==> src/rtl/caliptra_prim_mubi_pkg.sv <==
// Multi-bit boolean (mubi) encodings and test helpers.
// Only the 4-bit flavour is provided: MuBi4True / MuBi4False are the sole
// legal values, and every other code counts as neither true nor false.
package caliptra_prim_mubi_pkg;

  typedef enum logic [3:0] {
    MuBi4True  = 4'h6,
    MuBi4False = 4'h9
  } mubi4_t;

  // True only for the exact MuBi4True code; corrupted values are not true.
  function automatic logic mubi4_test_true_strict(mubi4_t val);
    return (val == MuBi4True);
  endfunction

  // True for any code that is neither MuBi4True nor MuBi4False.
  function automatic logic mubi4_test_invalid(mubi4_t val);
    return (val != MuBi4True) && (val != MuBi4False);
  endfunction

endpackage

==> src/rtl/entropy_src_enable_seq_pkg.sv <==
// Shared definitions for the entropy_src enable sequencer: the sparse FSM
// state encoding and the counter width helper.
package entropy_src_enable_seq_pkg;

  localparam int StateW = 6;

  // Every pair of legal codes differs in at least 3 bits, so one or two
  // flipped bits always land on an illegal code that the FSM can detect.
  typedef enum logic [StateW-1:0] {
    Idle    = 6'b000000,
    En      = 6'b000111,
    Drain   = 6'b011001,
    ShaWait = 6'b101010,
    Hold    = 6'b110100
  } state_e;

  // Width of a counter that must represent 0..max_val inclusive.
  function automatic int cnt_width(int max_val);
    return $clog2(max_val + 1);
  endfunction

endpackage

==> src/rtl/entropy_src_enable_sequencer.sv <==
// Enable sequencer for entropy_src_core.
// Turns the raw module enable into a qualified enable that
//   - stays high for a bounded drain period after enable falls, while any
//     non-bypassed pipeline FIFO still holds data,
//   - then optionally waits (enable low, still busy) for an outstanding SHA3
//     operation to report done, with a timeout,
//   - and always spends one Hold cycle low before re-enabling.
// Ports:
//   clk_i, rst_ni        clock, asynchronous active-low reset
//   enable_i             raw module enable
//   fifo_not_empty_i     per-FIFO not-empty flags (NumFifos bits)
//   bypass_mode_i        when set, FIFOs selected by BypassMask are ignored
//   cs_aes_halt_req_i    SHA3 operation outstanding
//   sha3_done_i          SHA3 done (mubi4)
//   enable_o             qualified enable (En, Drain)
//   busy_o               disable sequence in progress (Drain, ShaWait, Hold)
//   sha_timeout_err_o    one-cycle pulse when the SHA wait times out
//   fsm_err_o            sticky illegal-state flag
module entropy_src_enable_sequencer
  import caliptra_prim_mubi_pkg::*;
  import entropy_src_enable_seq_pkg::*;
#(
  parameter int                  NumFifos    = 4,
  parameter logic [NumFifos-1:0] BypassMask  = 4'b0011,
  parameter int                  MaxFifoWait = 4,
  parameter int                  ShaTimeout  = 256
) (
  input  logic                clk_i,
  input  logic                rst_ni,
  input  logic                enable_i,
  input  logic [NumFifos-1:0] fifo_not_empty_i,
  input  logic                bypass_mode_i,
  input  logic                cs_aes_halt_req_i,
  input  mubi4_t              sha3_done_i,
  output logic                enable_o,
  output logic                busy_o,
  output logic                sha_timeout_err_o,
  output logic                fsm_err_o
);

  localparam int DrainCntW = cnt_width(MaxFifoWait);
  localparam int ShaCntW   = cnt_width(ShaTimeout);

  if (MaxFifoWait < 1 || MaxFifoWait > 15) begin : gen_bad_max_fifo_wait
    $error("MaxFifoWait must be in 1..15");
  end
  if (ShaTimeout < 2) begin : gen_bad_sha_timeout
    $error("ShaTimeout must be at least 2");
  end
  if (NumFifos < 1) begin : gen_bad_num_fifos
    $error("NumFifos must be at least 1");
  end

  state_e                 state_q, state_d;
  logic [DrainCntW-1:0]   drain_cnt_q, drain_cnt_d;
  logic [ShaCntW-1:0]     sha_cnt_q, sha_cnt_d;
  logic                   sha_pending_q, sha_pending_d;
  mubi4_t                 sha3_done_q;
  logic                   sha_timeout_err_q, timeout_hit;
  logic                   fsm_err_q, fsm_err_d;
  logic                   fifo_active;
  logic                   pending_set, pending_clr, pending_nxt;

  assign fifo_active = |(fifo_not_empty_i & ~(bypass_mode_i ? BypassMask : '0));

  // Set wins over the done-clear; the timeout clear is applied on top.
  // pending_nxt is what the flop will hold next cycle ignoring a timeout,
  // which lets ShaWait leave one cycle after sha3_done_q reads true.
  assign pending_set   = cs_aes_halt_req_i & ~enable_i;
  assign pending_clr   = mubi4_test_true_strict(sha3_done_q);
  assign pending_nxt   = pending_set | (sha_pending_q & ~pending_clr);
  assign sha_pending_d = pending_set | (sha_pending_q & ~pending_clr & ~timeout_hit);

  always_comb begin
    state_d     = state_q;
    drain_cnt_d = drain_cnt_q;
    sha_cnt_d   = sha_cnt_q;
    timeout_hit = 1'b0;
    fsm_err_d   = fsm_err_q;
    case (state_q)
      Idle: begin
        if (enable_i) state_d = En;
      end
      En: begin
        if (!enable_i) begin
          state_d     = Drain;
          drain_cnt_d = DrainCntW'(MaxFifoWait - 1);
        end
      end
      Drain: begin
        // enable_i is deliberately ignored here; re-enable goes via Hold.
        if (!fifo_active || drain_cnt_q == '0) begin
          sha_cnt_d = '0;
          state_d   = (sha_pending_q || pending_set) ? ShaWait : Hold;
        end else begin
          drain_cnt_d = drain_cnt_q - DrainCntW'(1);
        end
      end
      ShaWait: begin
        if (!pending_nxt) begin
          state_d = Hold;
        end else if (sha_cnt_q == ShaCntW'(ShaTimeout - 1)) begin
          state_d     = Hold;
          timeout_hit = 1'b1;
        end else begin
          sha_cnt_d = sha_cnt_q + ShaCntW'(1);
        end
      end
      Hold: begin
        state_d = enable_i ? En : Idle;
      end
      default: begin
        state_d   = Idle;
        fsm_err_d = 1'b1;
      end
    endcase
  end

  always_ff @(posedge clk_i or negedge rst_ni) begin
    if (!rst_ni) begin
      state_q           <= Idle;
      drain_cnt_q       <= '0;
      sha_cnt_q         <= '0;
      sha_pending_q     <= 1'b0;
      sha3_done_q       <= MuBi4False;
      sha_timeout_err_q <= 1'b0;
      fsm_err_q         <= 1'b0;
    end else begin
      state_q           <= state_d;
      drain_cnt_q       <= drain_cnt_d;
      sha_cnt_q         <= sha_cnt_d;
      sha_pending_q     <= sha_pending_d;
      sha3_done_q       <= sha3_done_i;
      sha_timeout_err_q <= timeout_hit;
      fsm_err_q         <= fsm_err_d;
    end
  end

  // Outputs come straight from registered state so they are glitch-free.
  assign enable_o          = (state_q == En) || (state_q == Drain);
  assign busy_o            = (state_q == Drain) || (state_q == ShaWait) || (state_q == Hold);
  assign sha_timeout_err_o = sha_timeout_err_q;
  assign fsm_err_o         = fsm_err_q;

endmodule

==> config.mk <==
export PLATFORM = sky130hd
export DESIGN_NAME = entropy_src_enable_sequencer
export DESIGN_NICKNAME = d
export VERILOG_FILES = /design/src/rtl/caliptra_prim_mubi_pkg.sv /design/src/rtl/entropy_src_enable_seq_pkg.sv /design/src/rtl/entropy_src_enable_sequencer.sv
export SDC_FILE = /design/constraint.sdc
export NUM_CORES = 1
export LEC_CHECK = 0
export CORE_MARGIN = 10
export CORE_UTILIZATION = 49
export DETAILED_ROUTE_END_ITERATION = 10
export GPL_TIMING_DRIVEN = 0
export PLACE_DENSITY = 0.87
export SLEW_MARGIN = 20
export SYNTH_ARGS = -nofsm -noshare
export SYNTH_HDL_FRONTEND = slang
export SYNTH_SLANG_ARGS = --single-unit
==> constraint.sdc <==
create_clock -name clk_i -period 2.23 [get_ports clk_i]
set_clock_uncertainty 0.1 [all_clocks]
set_input_delay 0.223 -clock clk_i [delete_from_list [all_inputs] [get_ports clk_i]]
set_output_delay 0.223 -clock clk_i [all_outputs]
set_load 0.02 [all_outputs]
==> metrics <==
Reg power frac 49.6%; NetSw 369 uW; cell taking the most area after synthesis dfrtp_1; synthesized net count 149; ratio of cells with drive above 1 in the final layout 22.6%; Synth area leaders dfrtp_1 42%, o21ai_1 4.4%, dfstp_2 3.9%, ha_1 3.7%, nand2_1 3.3%; total gr overflow 0; vias in the first global route 1175; Final GP Congestion 0.913; maximum achievable frequency 468 MHz; delay-heaviest family, CP simple AND/OR/NAND/NOR gates; LEAKAGE 0.000712 uW; Synth Instances 132; clock buffer depth 2; main combinational cell family by area after synthesis simple AND/OR/NAND/NOR gates; most frequent cell after synthesis dfrtp_1; Die H 72.6 um; Critical Path AT 2.27 ns; count of cell types in the netlist 44; DP Wirelength 2200 um; worst path bufs/invs 0; status complete, no violations; Ports 17; Core Rows 19; Clock transition at path regs 0.13 ns; TritonCTS Buffers 3; asr flop ratio synth 100%; final wirelength 3010 um; Hold Path Class in -> reg; multiplexer share of the synthesized area 2.49%; dpl cells 179; P_int 791 uW; Pins Over Slew Limit 0; Initial DRT Pass Iterations 4; XOR/XNOR share of the synthesized area 0.646%; first-pass GRT wire length 4890 um; Simple-Gate Fraction of Synth Area 22.5%; Period minus WS final 2.14 ns; Yosys warnings 0; Inserted Diodes 0; Syn Area/Cell 10.3 sq um; Initial Util 50.0%; clock sink count 25; post-synthesis register bit count 25; pwr dens 704 nW/um^2; crit-path cells ha_2, and3_4, nand3_4, nor2_2, ha_2, or4_4, o31ai_2; adder-cell share of the synthesized area 3.69%; Port Buffer Count 16; setup violators final 0; initial antenna violation count 0; post-synthesis sequential area ratio 46.4%; Setup TNS Final 0 ns; Rel. slew slack 62.8%; Switching Share 31.8%; initial drt markers 36; EDFF count, synth 0; maximum VDD drop 0.541 mV; final hold vios 0; max capacitance violation total 0; clock root cell clkbuf_4; Most used DFF post-synth dfrtp_1; Critical Path Source Type register; worst-path maximum fanout 8; fin crit share 95.9%; Critical Path Most Common Cell ha_2; kind of critical path reg -> reg; Synth Area in Compound Gates 21.5%; FILL cells 232; GR Util All Layers 11.2%; H-Tree Depth 1; Required @ worst endpoint 2.36 ns; largest net degree at the start of global routing 26; Worst path max stage delay 0.60 ns; Worst-Margin Slew 0.558 ns; Avg WL per Cell 16.2 um; synthesized cell area 1360 sq um; Die Wd 72.6 um; Gate power share 33.2%; Hold WS 0.189 ns; Core ar. 2710 sq um; commonest cells in the netlist 23 x dfrtp_1, 12 x nand2_1, 12 x o21ai_1; Layout area overhead 21.5%; routed via count 1119; drt drc 0; nets@finish 173; worst-skew pair later-pin latency 0.32 ns; Yosys top cell area share 42.5%; clock power share 17.1%; Crit. End Element register; Die Footprint 5270 sq um; crit path max-delay cell type or4_4; DRT antenna net count 0; via-per-instance ratio 6.02; non-filler cells, final 186; TritonCTS clock tree done
-- logic make-up after synthesis --
logic type,count (synthesis)
AO/OA/AOI/OAI,39
XOR/XNOR,1
adder cells (fa/ha/maj),4
buffers and inverters,9
flip-flops,25
multiplexers,3
AND/OR/NAND/NOR,51
-- power by group through the flow --
stage / registers [uW] / logic, uW / clock network (uW)
final: 576 / 385 / 199
after detailed placement: 585 / 353 / 0
after floorplan: 565 / 275 / 0
after CTS: 574 / 356 / 209
after global routing: 586 / 426 / 226
after global placement: 575 / 349 / 0
-- routing by layer --
layer,up-vias,wire [um],global-route usage [%]
li1,536,-,-
met1,552,1170,11.4
met2,22,1630,20.6
met3,9,132,2.45
met4,0,85,6.12
met5,-,0,0
-- metrics by stage --
stage / total power (uW) / instance area (sq um) / util (%) / setup WS [ns]
3_3_place_gp: 924 / 1550 / 57.3 / -0.129
3_5_place_dp: 938 / 1550 / 57.3 / -0.204
5_1_grt: 1240 / 1650 / 60.8 / -0.00378
2_1_floorplan: 840 / 1360 / - / 0.00663
4_1_cts: 1140 / 1620 / 59.8 / -0.0110
6_report: 1160 / 1650 / 60.8 / 0.0924
-- sequential cells by signal, indices dropped and copies added (netlist names) --
signal             flops
sha3_done_q            4
drain_cnt_q            3
fsm_err_o              1
state_q                6
sha_pending_q          1
sha_cnt_q              9
sha_timeout_err_o      1
-- area by class of cell --
class	instances	area [sq um]	share of cell area, %
plain buffers	2	10.0	0.608
clock buffers	3	22.5	1.37
well taps	31	38.8	2.36
inverters	6	22.5	1.37
flip-flops and latches	25	628	38.1
repair buffers	20	181	11.0
multi-input cells	98	738	44.8
clock inverters	1	5.00	0.304
-- placed cells by master, fill, tap and decap left out, types with 2 or more instances in the layout --
cell / Yosys / final
a21o_1: 2 / 2
a21oi_1: 4 / 4
a31oi_1: 2 / 2
and3_1: 4 / 3
and4bb_2: 3 / 4
buf_2: 3 / 3
buf_4: 0 / 3
clkbuf_4: 0 / 3
clkdlybuf4s50_1: 0 / 13
dfrtp_1: 23 / 23
dfstp_2: 2 / 2
ha_1: 4 / 2
ha_2: 0 / 2
inv_1: 6 / 6
nand2_1: 12 / 12
nand2b_1: 3 / 3
nand3_1: 7 / 6
nor2_1: 8 / 7
nor2b_1: 2 / 2
nor3_4: 0 / 2
o211ai_1: 2 / 2
o21ai_1: 12 / 11
o31ai_1: 2 / 2
o31ai_2: 3 / 3
or3_1: 2 / 2
-- repair_timing --
action | CTS | global route
hold buffers | 0 | 1
cloned | 0 | 0
endpoints found under the hold margin | 0 | 23
pin swaps | 1 | 5
setup endpoints to repair | 12 | 7
setup buffers | 3 | 0
resized for setup | 9 | 9
-- final timing paths --
check                                from             end  slack (ns)  cells past startpoint
hold / removal             sha3_done_i[0]  sha3_done_q[0]        0.19                      1
min in group asynchronous          rst_ni       fsm_err_o        0.31                      2
setup / recovery             sha_cnt_q[0]    sha_cnt_q[3]        0.09                      7
max in group asynchronous          rst_ni  sha3_done_q[3]        1.35                      2
setup reg to reg             sha_cnt_q[0]    sha_cnt_q[3]        0.09                      7
hold reg to reg                 fsm_err_o       fsm_err_o        0.38                      1
(Power assumes the default switching activity.)
